==> src/rtl/trace_frame_tx_pkg.sv <==
// Shared definitions for trace_frame_tx: FSM state encoding, default record geometry and sync byte.
package trace_frame_tx_pkg;

    localparam int          PT_BYTES_DEF  = 4;
    localparam int          KEY_BYTES_DEF = 8;
    localparam int          CT_BYTES_DEF  = 4;
    localparam int          SAMPLES_DEF   = 1024;
    localparam int          ADDR_W_DEF    = 10;
    localparam logic [7:0]  SYNC_BYTE_DEF = 8'hA5;

    typedef enum logic [2:0] {
        ST_IDLE   = 3'd0,
        ST_LOAD   = 3'd1,
        ST_WAIT   = 3'd2,
        ST_NEXT   = 3'd3,
        ST_FETCH  = 3'd4,
        ST_FETCH2 = 3'd5,
        ST_TAIL   = 3'd6,
        ST_DONE   = 3'd7
    } state_e;

endpackage

==> src/rtl/trace_frame_tx_if.sv <==
// Byte handshake between trace_frame_tx (master) and uart_tx (slave).
interface trace_frame_tx_if;
    // tx_dv is a 1-cycle strobe qualifying tx_byte; tx_byte stays stable until the next
    // strobe; tx_done is a 1-cycle pulse from the UART once that byte has been shifted out.
    logic       tx_dv;
    logic [7:0] tx_byte;
    logic       tx_done;

    modport master (output tx_dv, output tx_byte, input tx_done);
    modport slave  (input tx_dv, input tx_byte, output tx_done);
endinterface

==> src/rtl/trace_frame_tx.sv <==
// Serialises one capture record (sync, PT, key, CT, trace samples) to the uart_tx handshake.
// Optional FRAME_CHECKSUM_EN appends a running XOR of all sent bytes as a final record byte.
module trace_frame_tx
    import trace_frame_tx_pkg::*;
#(
    parameter int         PT_BYTES  = PT_BYTES_DEF,
    parameter int         KEY_BYTES = KEY_BYTES_DEF,
    parameter int         CT_BYTES  = CT_BYTES_DEF,
    parameter int         SAMPLES   = SAMPLES_DEF,
    parameter int         ADDR_W    = ADDR_W_DEF,
    parameter logic [7:0] SYNC_BYTE = SYNC_BYTE_DEF
) (
    input  logic                   clk,
    input  logic                   rstn,
    input  logic                   start,
    input  logic [PT_BYTES*8-1:0]  pt,
    input  logic [KEY_BYTES*8-1:0] key,
    input  logic [CT_BYTES*8-1:0]  ct,
    output logic [ADDR_W-1:0]      mem_addr,
    input  logic [7:0]             mem_rdata,
    trace_frame_tx_if.master       uart,
    output logic                   busy,
    output logic                   done,
    output state_e                 dbg_state
);

    localparam int H     = 1 + PT_BYTES + KEY_BYTES + CT_BYTES;
    localparam int IDX_W = $clog2(H + SAMPLES + 2);
    localparam int HDR_W = H * 8;

    state_e                 state_q, state_d;
    logic [IDX_W-1:0]       byte_idx_q, byte_idx_d;
    logic [PT_BYTES*8-1:0]  pt_q, pt_d;
    logic [KEY_BYTES*8-1:0] key_q, key_d;
    logic [CT_BYTES*8-1:0]  ct_q, ct_d;
    logic                   tx_dv_q, tx_dv_d;
    logic [7:0]             tx_byte_q, tx_byte_d;
    logic [ADDR_W-1:0]      mem_addr_q, mem_addr_d;
    logic                   busy_q, busy_d;
    logic                   done_q, done_d;
    logic [HDR_W-1:0]       hdr;
    logic [7:0]             hdr_byte;
`ifdef FRAME_CHECKSUM_EN
    logic [7:0]             csum_q, csum_d;
`endif

    assign hdr = {SYNC_BYTE, pt_q, key_q, ct_q};

    // Header byte k sits k bytes below the MSB of {sync, pt, key, ct}.
    always_comb begin
        hdr_byte = '0;
        for (int i = 0; i < H; i++) begin
            if (byte_idx_q == IDX_W'(i)) hdr_byte = hdr[(H-1-i)*8 +: 8];
        end
    end

    always_comb begin
        state_d    = state_q;
        byte_idx_d = byte_idx_q;
        pt_d       = pt_q;
        key_d      = key_q;
        ct_d       = ct_q;
        tx_dv_d    = 1'b0;
        tx_byte_d  = tx_byte_q;
        mem_addr_d = mem_addr_q;
        busy_d     = busy_q;
        done_d     = 1'b0;
`ifdef FRAME_CHECKSUM_EN
        csum_d     = csum_q;
`endif
        case (state_q)
            ST_IDLE: begin
                if (start) begin
                    pt_d       = pt;
                    key_d      = key;
                    ct_d       = ct;
                    busy_d     = 1'b1;
                    byte_idx_d = '0;
`ifdef FRAME_CHECKSUM_EN
                    csum_d     = '0;
`endif
                    state_d    = ST_LOAD;
                end
            end
            ST_LOAD: begin
                tx_byte_d = hdr_byte;
                tx_dv_d   = 1'b1;
                state_d   = ST_WAIT;
            end
            ST_WAIT: begin
                if (uart.tx_done) begin
                    byte_idx_d = byte_idx_q + 1'b1;
                    state_d    = ST_NEXT;
                end
            end
            ST_NEXT: begin
                if (byte_idx_q < IDX_W'(H)) begin
                    state_d = ST_LOAD;
                end else if (byte_idx_q < IDX_W'(H + SAMPLES)) begin
                    // Address goes out while entering FETCH so the 1-cycle RAM data is ready in FETCH2.
                    mem_addr_d = ADDR_W'(byte_idx_q - IDX_W'(H));
                    state_d    = ST_FETCH;
`ifdef FRAME_CHECKSUM_EN
                end else if (byte_idx_q == IDX_W'(H + SAMPLES)) begin
                    state_d = ST_TAIL;
                end else begin
                    done_d  = 1'b1;
                    busy_d  = 1'b0;
                    state_d = ST_DONE;
                end
`else
                end else begin
                    state_d = ST_TAIL;
                end
`endif
            end
            ST_FETCH: begin
                state_d = ST_FETCH2;
            end
            ST_FETCH2: begin
                tx_byte_d = mem_rdata;
                tx_dv_d   = 1'b1;
                state_d   = ST_WAIT;
            end
            ST_TAIL: begin
`ifdef FRAME_CHECKSUM_EN
                tx_byte_d = csum_q;
                tx_dv_d   = 1'b1;
                state_d   = ST_WAIT;
`else
                done_d    = 1'b1;
                busy_d    = 1'b0;
                state_d   = ST_DONE;
`endif
            end
            ST_DONE: begin
                state_d = ST_IDLE;
            end
            default: state_d = ST_IDLE;
        endcase
`ifdef FRAME_CHECKSUM_EN
        // The checksum byte itself is not folded into the running XOR.
        if (tx_dv_d && state_q != ST_TAIL) csum_d = csum_q ^ tx_byte_d;
`endif
    end

    always_ff @(posedge clk or negedge rstn) begin
        if (!rstn) begin
            state_q    <= ST_IDLE;
            byte_idx_q <= '0;
            pt_q       <= '0;
            key_q      <= '0;
            ct_q       <= '0;
            tx_dv_q    <= 1'b0;
            tx_byte_q  <= '0;
            mem_addr_q <= '0;
            busy_q     <= 1'b0;
            done_q     <= 1'b0;
`ifdef FRAME_CHECKSUM_EN
            csum_q     <= '0;
`endif
        end else begin
            state_q    <= state_d;
            byte_idx_q <= byte_idx_d;
            pt_q       <= pt_d;
            key_q      <= key_d;
            ct_q       <= ct_d;
            tx_dv_q    <= tx_dv_d;
            tx_byte_q  <= tx_byte_d;
            mem_addr_q <= mem_addr_d;
            busy_q     <= busy_d;
            done_q     <= done_d;
`ifdef FRAME_CHECKSUM_EN
            csum_q     <= csum_d;
`endif
        end
    end

    assign uart.tx_dv   = tx_dv_q;
    assign uart.tx_byte = tx_byte_q;
    assign mem_addr     = mem_addr_q;
    assign busy         = busy_q;
    assign done         = done_q;
    assign dbg_state    = state_q;

endmodule

==> src/flat_wrapper.sv <==
// flat-port wrapper written by rule: the top's interface ports become plain ports
module trace_frame_tx_flat import trace_frame_tx_pkg::*;
#(
    parameter int         PT_BYTES  = PT_BYTES_DEF,
    parameter int         KEY_BYTES = KEY_BYTES_DEF,
    parameter int         CT_BYTES  = CT_BYTES_DEF,
    parameter int         SAMPLES   = SAMPLES_DEF,
    parameter int         ADDR_W    = ADDR_W_DEF,
    parameter logic [7:0] SYNC_BYTE = SYNC_BYTE_DEF
)
  (clk, rstn, start, pt, key, ct, mem_addr, mem_rdata, busy, done, dbg_state, uart_tx_dv, uart_tx_byte, uart_tx_done);
  trace_frame_tx_if uart_i ();
  input  logic clk;
  input  logic rstn;
  input  logic start;
  input  logic [PT_BYTES*8-1:0] pt;
  input  logic [KEY_BYTES*8-1:0] key;
  input  logic [CT_BYTES*8-1:0] ct;
  output logic [ADDR_W-1:0] mem_addr;
  input  logic [7:0] mem_rdata;
  output logic busy;
  output logic done;
  output state_e dbg_state;
  output wire logic [$bits(uart_i.tx_dv)-1:0] uart_tx_dv;
  output wire logic [$bits(uart_i.tx_byte)-1:0] uart_tx_byte;
  input wire logic [$bits(uart_i.tx_done)-1:0] uart_tx_done;
  assign uart_tx_dv = uart_i.tx_dv;
  assign uart_tx_byte = uart_i.tx_byte;
  assign uart_i.tx_done = uart_tx_done;
  trace_frame_tx #(.PT_BYTES(PT_BYTES), .KEY_BYTES(KEY_BYTES), .CT_BYTES(CT_BYTES), .SAMPLES(SAMPLES), .ADDR_W(ADDR_W), .SYNC_BYTE(SYNC_BYTE)) u_core (.clk(clk), .rstn(rstn), .start(start), .pt(pt), .key(key), .ct(ct), .mem_addr(mem_addr), .mem_rdata(mem_rdata), .uart(uart_i), .busy(busy), .done(done), .dbg_state(dbg_state));
endmodule
==> config.mk <==
export PLATFORM = sky130hd
export DESIGN_NAME = trace_frame_tx_flat
export DESIGN_NICKNAME = d
export VERILOG_FILES = /design/src/rtl/trace_frame_tx_pkg.sv /design/src/rtl/trace_frame_tx_if.sv /design/src/rtl/trace_frame_tx.sv /design/src/flat_wrapper.sv
export SDC_FILE = /design/constraint.sdc
export NUM_CORES = 1
export LEC_CHECK = 0
export CAP_MARGIN = 20
export CORE_AREA = 2 2 112 141
export DETAILED_ROUTE_END_ITERATION = 8
export DIE_AREA = 0 0 114 143
export PLACE_DENSITY = 0.84
export REMOVE_ABC_BUFFERS = 1
export SLEW_MARGIN = 0
export SYNTH_ARGS = -nofsm -noshare
export SYNTH_HDL_FRONTEND = slang
export SYNTH_SLANG_ARGS = --single-unit
export TNS_END_PERCENT = 50
==> constraint.sdc <==
create_clock -name clk -period 4.88 [get_ports clk]
set_input_delay 0.488 -clock clk [delete_from_list [all_inputs] [get_ports clk]]
set_output_delay 0.488 -clock clk [all_outputs]
set_load 0.02 [all_outputs]
After elaboration in Yosys (flattened, before gate mapping) --
Index checks and enable logic that the tools add are counted.
Word-level totals: bits of input ports 140, flip-flop bits (word level) 163
Cells by class: equality and inequality tests 25, bitwise operators 1, $add $sub $neg 2, multiplexer cells 30, reduce and logical (&&, ||, !) cells 11, order comparisons 2
Operators by type and width (number):
- 2-to-1 mux 8 bit | 17
- == test 11 x 4 -> 1 bit (second input constant) | 8
- == test 11 x 3 -> 1 bit (second input constant) | 4
- == test 11 x 2 -> 1 bit (second input constant) | 2
- 2-to-1 mux 11 bit | 2
- case mux 11 bit (2 select lines) | 1
- case mux 3 bit (7 select lines) | 1
- case mux 8 bit (2 select lines) | 1
- == test 3 bit (second input constant) | 4
- adder 11 x 1 -> 11 bit (second input constant) | 1
- == test 11 x 1 -> 1 bit (second input constant) | 1
- == test 11 x 5 -> 1 bit (second input constant) | 1
- zero test 11 bit | 1
- < comparator 11 bit (second input constant) | 1
- < comparator 11 x 5 -> 1 bit (second input constant) | 1
- subtractor 10 x 5 -> 10 bit (second input constant) | 1
- 2-to-1 mux 3 bit | 3
- == test 3 x 2 -> 1 bit (second input constant) | 2
- AND reduction 2 bit | 3
- AND reduction 3 bit | 2
- nonzero test 2 bit | 3
- inequality test 2 bit (second input constant) | 2
- == test 3 x 1 -> 1 bit (second input constant) | 1
- zero test 3 bit | 1
- 5 further kinds | 7

Longest topological paths before layout --
Gate-level depths: netlist of run 1.
depth after elaboration 19, mapped depth 11, mapped depth without buffers 8

Worst setup path before layout of run 1 --
No wires, ideal clock.
path type register -> register, start point register u_core.byte_idx_q[0], end point register u_core.tx_byte_q[6] (netlist: u_core.uart.tx_byte[6]), path slack 2.590 ns, library setup time 0.077 ns, stages on the path, launching flop included 10, data arrival time 2.213 ns, path buffers 1, clock period less this slack 2.290 ns, path through dfrtp_1 > inv_1 > ha_1 > nor4bb_1 > and3_1 > clkbuf_1 > a32o_1 > nor2_1 > a31o_2 > a21oi_1
Between the ends: word-level cells in the longest chain between the ends 18
Ends and longest elaborated chain:
- from (decl) | RTL line trace_frame_tx.sv:32 | logic [IDX_W-1:0] byte_idx_q, byte_idx_d;
- from (signal assigned) | RTL line trace_frame_tx.sv:164 | byte_idx_q <= byte_idx_d;
- == test 11 x 1 -> 1 bit | RTL line trace_frame_tx.sv:53 | if (byte_idx_q == IDX_W'(i)) hdr_byte = hdr[(H-1-i)*8 +: 8];
- 2-to-1 mux 8 bit (15 in a row) | RTL line trace_frame_tx.sv:53
- 2-to-1 mux 8 bit (*) | RTL line trace_frame_tx.sv:53
- case mux 8 bit (2 select lines) (*) | RTL line trace_frame_tx.sv:71 | case (state_q)
- to (signal assigned) | RTL line trace_frame_tx.sv:169 | tx_byte_q <= tx_byte_d;
- to (decl) | RTL line trace_frame_tx.sv:37 | logic [7:0] tx_byte_q, tx_byte_d;
Every way passes the cells marked *; elsewhere a longest branch is shown, timed or not. A chain may end at the register's enable or synchronous reset.

Worst setup path in the final report of run 1 --
start point register u_core.byte_idx_q[0], end point register u_core.tx_byte_q[5] (netlist: u_core.uart.tx_byte[5])
Between the ends: word-level cells in the longest chain between the ends 19
Ends and longest elaborated chain (RTL line):
- zero test 11 bit | trace_frame_tx.sv:53
- 2-to-1 mux 8 bit (16 in a row) | trace_frame_tx.sv:53
- 2-to-1 mux 8 bit (*) | trace_frame_tx.sv:53
- case mux 8 bit (2 select lines) (*) | trace_frame_tx.sv:71
Marked as above.

==> out/metrics.csv, run 1 <==
stage,metric,value,unit
worst_setup_path,Reg2Reg Setup Slack,1860,ps
logic_synthesis,Async SR Flop Fraction,100,%
floorplan,core area,0.0149,mm²
timing,RSZ-0062 raised after global routing,false,
layout,area of the multi-input gates,0.00382,mm²
place,I/O Buffers,163,
cts,cts hold-fix bufs,0,
logic_synthesis,Post-synth top cells,"dfrtp_1 (163), mux2_2 (114), nand2_1 (67)",
pwr,Switching Share,36.4,%
logic_synthesis,Synth Warn #,0,
layout,Filler Cell Count,1089,
layout,Synth-to-Final Area Change,29.6,%
logic_synthesis,sequential fraction of the synthesis area,49.6,%
place,GPL Wtd Cong,0.974,
timing,setup ws final,1860,ps
worst_setup_path,Worst R2R Start,u_core.byte_idx_q[0]$_DFFE_PN0P_,
place,dpl ws,1930,ps
timing,Final min period,3020,ps
timing,Worst Max-Slew Pin Slew,1030,ps
layout,ant diodes,0,
cts,TritonCTS Sinks,163,
floorplan,Die Y,143,µm
grt,antenna violations before repair,0,
hold_path,hold crit path type,in2async,
place,Inst Count DP,1092,
worst_setup_path,critical path required time,5170,ps
timing,final setup TNS,0,ps
grt,first-pass GRT wire length,39200,µm
worst_setup_path,Setup crit end kind,register,
grt,total grt overflow,0,
pwr,Gate power share,39.2,%
grt,number of global-route vias before repair,7160,
worst_setup_path,WS Path Type,reg2reg,
cts,post-CTS setup buffer count,0,
worst_setup_path,Critical Path Start Type,register,
cts,CTS tree,yes,
logic_synthesis,"Avg Cell Area, Syn",10.4,µm²
cts,Clock Path Buffers,2,
timing,Tcrit/Tclk final,61.8,%
route,Routed Antenna Nets,0,
timing,final hold violation count,0,
route,WL/cell,22.2,µm
route,vias,7065,
status,status,"finished, final reports clean",
layout,flip-flop and latch area,0.00408,mm²
floorplan,Row Count,50,
worst_setup_path,Critical Path AT,3310,ps
cts,Num CTS Buffers,17,
pwr,Clock power frac,23.5,%
logic_synthesis,Syn Std Cell Area,0.00822,mm²
cts,clk root buf,clkbuf_16,
timing,Worst Skew,13.8,ps
route,vias per cell,6.28,
place,Detailed Place HPWL,17500,µm
logic_synthesis,cell taking the most area after synthesis,dfrtp_1,
timing,final setup fails,0,
cts,clk_lat worst skew,430,ps
pwr,PwrDens,633,mW/mm²
timing,Max Freq,0.331,GHz
layout,Final Instance Count excl. Fillers,1125,
logic_synthesis,most common cell in the netlist,dfrtp_1,
floorplan,Die W,114,µm
cts,CTS resizes,0,
layout,Final #Nets,1075,
cts,clock slew at reported path FFs,60,ps
worst_setup_path,Worst R2R End,u_core.uart.tx_byte[5]$_DFFE_PN0P_,
floorplan,initial core utilization,55.2,%
logic_synthesis,post-synth top area share,49.6,%
logic_synthesis,Post-synth EDFFs,0,
timing,final max-slew violation count,0,
pwr,Pint,4290,µW
cts,H-tree Lvls,4,
logic_synthesis,top post-synthesis cells by area,"dfrtp_1 (50%), mux2_2 (16%), o21ai_0 (3.8%)",
logic_synthesis,Synth Register Bits,163,
layout,share of layout cells above drive strength 1,17.8,%
pwr,power share of the sequential group,37.3,%
route,drt drc,0,
logic_synthesis,Most used DFF post-synth,dfrtp_1,
route,final wirelength,24900,µm
logic_synthesis,Gate Count Post-Synth,792,
worst_setup_path,top fanout value on the critical path,8,
grt,pin count of the biggest net entering global routing,91,
flow_run,max cap viols,0,
grt,global router's overall resource usage,31.4,%
pwr,Net Sw Power,2460,µW
logic_synthesis,post-synth cell types,64,
floorplan,DIE AREA,0.0163,mm²
route,DR pass1 iterations,6,
route,DR iter-0 viols,853,
floorplan,Ports,164,
worst_setup_path,path depth of the worst reg2reg path,8,
pwr,maximum vdd ir drop,0.310,mV
timing,worst rel slew slack,30.7,%
pwr,Lkg Pwr,0.00433,µW
through the flow:
stage               utilization (%)  area (µm²)  hold WS [ps]  total power (µW)
global route                   71.5       10600           218              7070
global placement               66.8        9940           465              5000
CTS                            71.5       10600           168              6690
finish                         71.5       10600           136              6740
detailed placement             66.8        9940           467              5080
floorplan                         -        7980           192              4150
worst max-delay path: stages (launching register included):
cell and delay [ps]:
dfrtp_1 460, inv_1 180, ha_1 380, nor4bb_1 860, nand3_1 330, nor3_1 280
o31ai_1 160, o21ai_0 120, o31ai_1 110
cells by family after synthesis:
group / synth area share (%)
buffers and inverters: 3.96
muxes: 15.6
AOI/OAI and AO/OA: 16.2
adders and majority gates: 0.761
and+or+nand+nor: 12.2
DFF: 49.6
xor gates and xnor gates: 1.60
worst max path at each step:
stage	from	end	slack, ps	depth (start not counted)
after global routing	u_core.byte_idx_q[0]$_DFFE_PN0P_	u_core.uart.tx_byte[5]$_DFFE_PN0P_	1640	8
after floorplan	u_core.dbg_state[2]$_DFFE_PN0P_	u_core.byte_idx_q[5]$_DFFE_PN0P_	-12600	5
after detailed placement	start	u_core.byte_idx_q[8]$_DFFE_PN0P_	1930	8
after CTS	u_core.byte_idx_q[0]$_DFFE_PN0P_	u_core.uart.tx_byte[5]$_DFFE_PN0P_	1940	8
final	u_core.byte_idx_q[0]$_DFFE_PN0P_	u_core.uart.tx_byte[5]$_DFFE_PN0P_	1860	8
after global placement	u_core.byte_idx_q[0]$_DFFE_PN0P_	u_core.uart.tx_byte[6]$_DFFE_PN0P_	1950	8
power groups by stage:
stage / Clock [µW] / Sequential, µW / Combinational, µW
2_1_floorplan: 0 / 2400 / 1760
3_3_place_gp: 0 / 2480 / 2510
3_5_place_dp: 0 / 2510 / 2570
4_1_cts: 1590 / 2500 / 2610
5_1_grt: 1650 / 2570 / 2850
6_report: 1590 / 2510 / 2650
layout by cell type, fill, tap and decap left out, types with 4 or more instances in the layout:
cell type        synthesis  layout
a211oi_1                 8       8
a21oi_1                 31      31
a221oi_1                10      10
a22oi_1                  4       4
a31oi_1                  7       7
and3_1                   5       5
buf_4                    0      12
bufinv_16                0       6
clkbuf_16                0      17
clkbuf_8                 0       4
clkdlybuf4s50_1          0     162
dfrtp_1                163     163
ha_1                     5       5
inv_1                   23      23
mux2_2                 114     114
nand2_1                 67      67
nand2b_1                 9       9
nand3_1                 20      20
nor2_1                  55      55
nor2b_1                 12      12
nor3_1                  16      16
nor4_1                   9       9
o211ai_1                 8       8
o21a_1                   6       6
o21ai_0                 62      62
o22ai_1                 18      18
o31ai_1                  4       4
xnor2_1                  8       8
xor2_1                   7       7
final cells by class:
cell class              count  area share [%]
well taps                 182            2.14
clock buffers              21            4.51
multi-input cells         547            35.9
clock inverters            11            2.07
flip-flops and latches    163            38.3
repair buffers            176            16.2
inverters                  25           0.881
state kept, by name (all words and copies together) (netlist names):
register and flops:
u_core.busy 1, u_core.byte_idx_q 11, u_core.ct_q 32, u_core.dbg_state 3
u_core.done 1, u_core.key_q 64, u_core.mem_addr 10, u_core.pt_q 32
u_core.uart.tx_byte 8, u_core.uart.tx_dv 1
metal layers:
layer | track usage, % | share of wire [%]
met5 | 0 | 0
met4 | 13.9 | 3.9
met3 | 4.37 | 6.6
met1 | 40.8 | 39
met2 | 52.5 | 50
Note: power is estimated with default switching activity, not from simulation.
==> run 2, diff against run 1 <==
- CORE_AREA: 2 2 112 141 -> 2 2 116 146
- DIE_AREA: 0 0 114 143 -> 0 0 118 148
- PLACE_DENSITY: 0.84 -> 0.79
- clock period: 4.88 -> 2.85 ns (I/O delays scaled with it)
==> out/metrics.csv, run 2 (synthesis gave the netlist of run 1 again) <==
stage,metric,value,unit,change
route,vias,7250,,+2.6%
route,DR pass1 iterations,5,,-1
layout,ant diodes,0,,unchanged
cts,Num CTS Buffers,17,,unchanged
timing,final setup fails,0,,unchanged
layout,"commonest non-fill, non-tap cells in the layout","dfrtp_1 (163), clkdlybuf4s50_1 (162), mux2_2 (114)",,
hold_path,hold crit path type,in2reg,,
timing,final hold violation count,0,,unchanged
floorplan,DIE AREA,0.0175,mm²,+7.1%
timing,worst rel slew slack,55.6,%,+25 points
route,WL/cell,21.2,µm,-4.3%
timing,setup ws final,294,ps,-1570 ps
route,final wirelength,25200,µm,+1.0%
layout,Top Registers,"u_core.key_q (64), u_core.ct_q (32), u_core.pt_q (32)",,
cts,TritonCTS Sinks,163,,unchanged
place,dpl ws,336,ps,-1590 ps
flow_run,max cap viols,0,,unchanged
route,vias per cell,6.11,,-2.7%
grt,antenna violations before repair,0,,unchanged
route,DR iter-0 viols,822,,-3.6%
timing,worst hold margin,424,ps,+288 ps
grt,total grt overflow,0,,unchanged
cts,cts hold-fix bufs,1,,+1
cts,clk root buf,clkbuf_16,,
floorplan,Row Count,52,,+4.0%
floorplan,Die W,118,µm,+3.5%
timing,Max Freq,0.391,GHz,+18%
route,Routed Antenna Nets,0,,unchanged
grt,number of global-route vias before repair,7171,,+0.15%
worst_setup_path,WP buf/inv,2,,+1
grt,pin count of the biggest net entering global routing,79,,-13%
worst_setup_path,WS Path Type,reg2reg,,
place,GPL Wtd Cong,0.959,,-1.6%
floorplan,Ports,164,,unchanged
timing,Worst Skew,7.93,ps,-5.88 ps
layout,share of layout cells above drive strength 1,19.9,%,+2.1 points
route,drt drc,0,,unchanged
timing,RSZ-0062 raised after global routing,false,,
worst_setup_path,Critical Path Start Type,register,,
worst_setup_path,top cell family by delay on the critical path,flip-flops,,
layout,"commonest non-fill, non-tap cell in the layout",dfrtp_1,,
floorplan,Die Y,148,µm,+3.5%
pwr,PwrDens,1040,mW/mm²,+64%
timing,final max-slew violation count,0,,unchanged
floorplan,core area,0.0161,mm²,+7.9%
layout,"Most flops, register",u_core.key_q,,
cts,clk_lat worst skew,430,ps,about the same
status,status,"finished, final reports clean",,
worst_setup_path,Critical Path AT,2870,ps,-440 ps
cts,CTS tree,yes,,
worst_setup_path,crit path cell chain,buf_4 > nand2b_1 > buf_4 > nor4_1 > nor4_1 > o221a_2 > a21oi_1 > o31ai_1,,
grt,global router's overall resource usage,29.2,%,-2.2 points
layout,Synth-to-Final Area Change,32.3,%,
cts,Clock Path Buffers,2,,unchanged
worst_setup_path,Worst path slowest cell,dfrtp_1,,
cts,CTS resizes,0,,unchanged
cts,H-tree Lvls,4,,unchanged
place,I/O Buffers,163,,unchanged
worst_setup_path,top fanout value on the critical path,15,,+7
place,Detailed Place HPWL,18600,µm,+6.3%
cts,post-CTS setup buffer count,0,,unchanged
pwr,Lkg Pwr,0.00444,µW,+2.6%
pwr,maximum vdd ir drop,0.491,mV,+58%
floorplan,initial core utilization,51.1,%,-4.1 points
timing,Worst Max-Slew Pin Slew,665,ps,-361 ps
layout,Final #Nets,1103,,+2.6%
grt,first-pass GRT wire length,39500,µm,+0.76%
cts,clock slew at reported path FFs,60,ps,about the same
timing,Tcrit/Tclk final,89.7,%,+28 points
worst_setup_path,"Largest stage delay, worst path",740,ps,-120 ps
timing,Final min period,2560,ps,-461 ps
worst_setup_path,critical path required time,3170,ps,-2000 ps
worst_setup_path,Setup crit end kind,register,,
layout,max reg flops,64,,unchanged
[run 2: cell count changes in the layout (fill, tap and decap cells not counted), moves of 2 or more]
cell and delta:
buf_4 +22, clkinv_2 +4, buf_12 +6, clkbuf_8 -4, bufinv_16 -3, clkbuf_1 +2
[run 2: where the power goes]
part           switching [µW]  leakage, µW  total (µW)  internal (µW)
Sequential                849      0.00197        4280           3430
Clock                     933     0.000292        2310           1380
Combinational            2390      0.00218        4710           2330
[run 2: metrics by stage]
| stage | power (µW) | cells | area [µm²] | TNS (ps) | util [%] |
|---|---|---|---|---|---|
| finish | 11300 | 1187 | 10900 | 0 | 67.6 |
| global route | 11900 | 1187 | 10900 | 0 | 67.6 |
| CTS | 11300 | 1187 | 10900 | 0 | 67.6 |
| detailed placement | 8910 | 1154 | 10300 | 0 | 63.9 |
| global placement | 8770 | 1154 | 10300 | 0 | 63.9 |
| floorplan | 6910 | 735 | 7980 | -1920310 | - |
[run 2: final timing paths]
| path | cells past startpoint | startpoint | slack (ps) | end |
|---|---|---|---|---|
| worst max register to register | 8 | u_core.byte_idx_q[4]$_DFFE_PN0P_ | 290 | u_core.uart.tx_byte[5]$_DFFE_PN0P_ |
| worst min register to register | 2 | u_core.mem_addr[4]$_DFFE_PN0P_ | 490 | u_core.mem_addr[4]$_DFFE_PN0P_ |
| worst min-delay path | 3 | key[29] | 420 | u_core.key_q[29]$_DFFE_PN0P_ |
| max in group asynchronous | 3 | rstn | 1610 | u_core.ct_q[31]$_DFFE_PN0P_ |
| worst max-delay path | 8 | u_core.byte_idx_q[4]$_DFFE_PN0P_ | 290 | u_core.uart.tx_byte[5]$_DFFE_PN0P_ |
| min in group asynchronous | 2 | rstn | 430 | u_core.pt_q[20]$_DFFE_PN0P_ |
[run 2: metal layers]
metal / vias up / share of wire, % / track usage [%]
li1: 3212 / - / -
met1: 3523 / 39 / 37.1
met2: 434 / 50 / 49.3
met3: 81 / 7.5 / 4.98
met4: 0 / 3.8 / 12.9
met5: - / 0 / 0
[run 2: cell type report]
type | instances | area [µm²]
inverter | 25 | 93.8
fill | 1266 | 5200
clock buffer | 19 | 433
sequential | 163 | 4080
timing repair buffer | 204 | 2020
clock inverter | 13 | 158
multi-input combinational | 547 | 3820
tap | 216 | 270
[run 2: worst register-to-register path: stages, from the launching register on]
cell and delay [ps]:
dfrtp_1 740, buf_4 310, nand2b_1 330, buf_4 230, nor4_1 60, nor4_1 190
o221a_2 250, a21oi_1 60, o31ai_1 290
==> run 3, diff against run 2 <==
- ABC_AREA: not set -> 1
- CORE_AREA: 2 2 116 146 -> 2 2 116 147
- DIE_AREA: 0 0 118 148 -> 0 0 118 149
==> out/metrics.csv, run 3 <==
stage,metric,value,unit,change
logic_synthesis,Most used DFF post-synth,dfrtp_1,,
logic_synthesis,"Avg Cell Area, Syn",7.27,µm²,-30%
grt,pin count of the biggest net entering global routing,111,,+41%
worst_setup_path,critical path required time,3160,ps,about the same
route,vias,7832,,+8.0%
place,Detailed Place HPWL,15700,µm,-15%
timing,Worst Max-Slew Pin Slew,1100,ps,+436 ps
timing,final setup fails,0,,unchanged
timing,final setup TNS,0,ps,unchanged
floorplan,Row Count,53,,+1.9%
cts,CTS tree,yes,,
timing,worst rel slew slack,26.6,%,-29 points
pwr,maximum vdd ir drop,0.437,mV,-11%
route,DR iter-0 viols,613,,-25%
route,final wirelength,22100,µm,-12%
logic_synthesis,Synth Register Bits,163,,unchanged
grt,total grt overflow,0,,unchanged
logic_synthesis,post-synth cell types,41,,-36%
place,GPL Wtd Cong,0.874,,-8.9%
layout,max reg flops,64,,unchanged
layout,Top Registers,"u_core.key_q (64), u_core.ct_q (32), u_core.pt_q (32)",,
timing,Tcrit/Tclk final,96.2,%,+6.5 points
timing,Worst Skew,9.09,ps,+1.16 ps
worst_setup_path,Setup crit end kind,register,,
grt,antenna violations before repair,0,,unchanged
floorplan,DIE AREA,0.0176,mm²,+0.68%
flow_run,max cap viols,0,,unchanged
logic_synthesis,Async SR Flop Fraction,100,%,unchanged
pwr,PwrDens,988,mW/mm²,-5.0%
layout,"commonest non-fill, non-tap cell in the layout",nand2_1,,
logic_synthesis,Synth Warn #,0,,unchanged
logic_synthesis,Gate Count Post-Synth,1142,,+44%
layout,Final #Nets,1466,,+33%
timing,final hold violation count,0,,unchanged
layout,"commonest non-fill, non-tap cells in the layout","nand2_1 (535), clkdlybuf4s50_1 (162), dfrtp_1 (159)",,
logic_synthesis,Post-synth top cells,"nand2_1 (536), dfrtp_1 (163), inv_1 (122)",,
worst_setup_path,Critical Path AT,3050,ps,+180 ps
pwr,Final Power,10900,µW,-3.6%
logic_synthesis,top post-synthesis cells by area,"dfrtp_1 (49%), nand2_1 (24%), inv_1 (5.5%)",,
logic_synthesis,Syn Std Cell Area,0.00830,mm²,+1.0%
layout,ant diodes,0,,unchanged
logic_synthesis,post-synth top area share,49.2,%,-0.49 points
place,I/O Buffers,163,,unchanged
grt,first-pass GRT wire length,36000,µm,-8.8%
pwr,Lkg Pwr,0.00558,µW,+26%
timing,Final min period,2740,ps,+184 ps
route,Routed Antenna Nets,0,,unchanged
logic_synthesis,Post-synth EDFFs,0,,unchanged
floorplan,core area,0.0164,mm²,+1.9%
floorplan,Die Y,149,µm,+0.68%
cts,Num CTS Buffers,17,,unchanged
cts,Clock Path Buffers,2,,unchanged
cts,H-tree Lvls,4,,unchanged
worst_setup_path,WS Path Type,reg2reg,,
timing,RSZ-0062 raised after global routing,true,,
floorplan,Die W,118,µm,unchanged
cts,TritonCTS Sinks,163,,unchanged
layout,Synth-to-Final Area Change,32.9,%,
worst_setup_path,Critical Path Start Type,register,,
cts,clk root buf,clkbuf_16,,
hold_path,hold crit path type,in2async,,
status,status,"finished, final reports clean",,
layout,"Most flops, register",u_core.key_q,,
layout,share of layout cells above drive strength 1,9.16,%,-11 points
logic_synthesis,sequential fraction of the synthesis area,49.2,%,-0.49 points
route,DR pass1 iterations,5,,unchanged
floorplan,Ports,164,,unchanged
cts,clk_lat worst skew,430,ps,about the same
route,WL/cell,14.2,µm,-33%
worst_setup_path,top fanout value on the critical path,8,,-7
logic_synthesis,most common cell in the netlist,nand2_1,,
route,vias per cell,5.05,,-17%
floorplan,initial core utilization,50.7,%,-0.46 points
cts,clock slew at reported path FFs,60,ps,about the same
logic_synthesis,cell taking the most area after synthesis,dfrtp_1,,
route,drt drc,0,,unchanged
timing,final max-slew violation count,0,,unchanged
grt,global router's overall resource usage,25.7,%,-3.5 points
timing,Max Freq,0.365,GHz,-6.7%
grt,number of global-route vias before repair,7627,,+6.4%
## run 3: cell count changes in the layout (fill, tap and decap cells not counted), sizes merged, moves of 9 or more
cell    previous run  this run
nand2             67       541
mux2             114         1
inv               26       127
o21ai             62        89
nand3             20        43
o22ai             18         1
nor2b             12         0
a221oi            10         0
or2                2        12
nand2b             9         0
nor3              16         7
## run 3: per-stage QoR
step / utilization, % / instance area (µm²) / hold slack [ps] / std cells / setup WS, ps
2_1_floorplan: - / 8110 / -10.6 / 1100 / -3190
3_3_place_gp: 62.6 / 10300 / 279 / 1509 / 86.7
3_5_place_dp: 62.6 / 10300 / 284 / 1509 / -15.6
4_1_cts: 66.5 / 10900 / 377 / 1540 / 3.59
5_1_grt: 67.3 / 11000 / 385 / 1552 / -97.7
6_report: 67.3 / 11000 / 385 / 1552 / 110
## run 3: final cells by class
type	instances	area, µm²
repair buffers	202	1950
clock inverters	10	156
fillers	1388	5350
clock buffers	20	467
well taps	220	275
flip-flops and latches	163	4080
multi-input cells	809	3610
inverters	128	485
## run 3: worst paths after layout
check                                                       from                                  to  slack, ps  depth (start not counted)
worst max-delay path            u_core.byte_idx_q[6]$_DFFE_PN0P_  u_core.uart.tx_byte[2]$_DFFE_PN0P_        110                         22
worst min register to register      u_core.key_q[52]$_DFFE_PN0P_        u_core.key_q[52]$_DFFE_PN0P_        480                          2
worst min-delay path                                        rstn        u_core.key_q[63]$_DFFE_PN0P_        390                          2
min in group clk                                           ct[8]          u_core.ct_q[8]$_DFFE_PN0P_        390                          3
max in group asynchronous                                   rstn          u_core.ct_q[3]$_DFFE_PN0P_       1570                          3
worst max register to register  u_core.byte_idx_q[6]$_DFFE_PN0P_  u_core.uart.tx_byte[2]$_DFFE_PN0P_        110                         22
## run 3: what timing repair did
item                                   4_1_cts  5_1_grt
setup endpoints to repair                    3        8
pin swaps                                    0        5
resized for setup                            3       21
hold buffers                                 1        0
endpoints found under the hold margin       57        0
setup buffers                                0       12
## run 3: power breakdown
group / internal, µW / switching [µW] / leakage (µW)
logic: 1730 / 2810 / 0.00326
registers: 3350 / 585 / 0.00201
clock network: 1520 / 902 / 0.000308
## run 3: logic make-up after synthesis
logic type | synth area share [%]
mux | 0.136
simple gates | 32.9
compound gates | 8.56
flops | 49.2
xor+xnor | 0.422
fa+ha+maj | 0.754
buf+inv | 8.04
## run 3: critical path, stage by stage (launching register included)
cell and delay, ps:
dfrtp_1 390, nor2_2 140, nand2_2 110, nor2_8 180, buf_4 150, nand3_1 90, buf_4 170, nand3_1 70
o21ai_0 110, o22ai_1 190, a21oi_1 100, o21bai_1 220, nand2_1 80, nand2_1 80, nand2_1 50, nand2_1 70
nand2_1 50, nand2_1 60, nand2_1 50, nand2_1 80, nand2_1 60, nand2_1 60, a21oi_1 80
## run 3: routing by layer
layer,part of all wire [%],vias to the layer above,global-route usage [%]
met1,41,3611,31.8
met2,50,276,44.2
met3,5.1,65,4.28
li1,-,3880,-
met5,0,-,0
met4,3.8,0,12.1
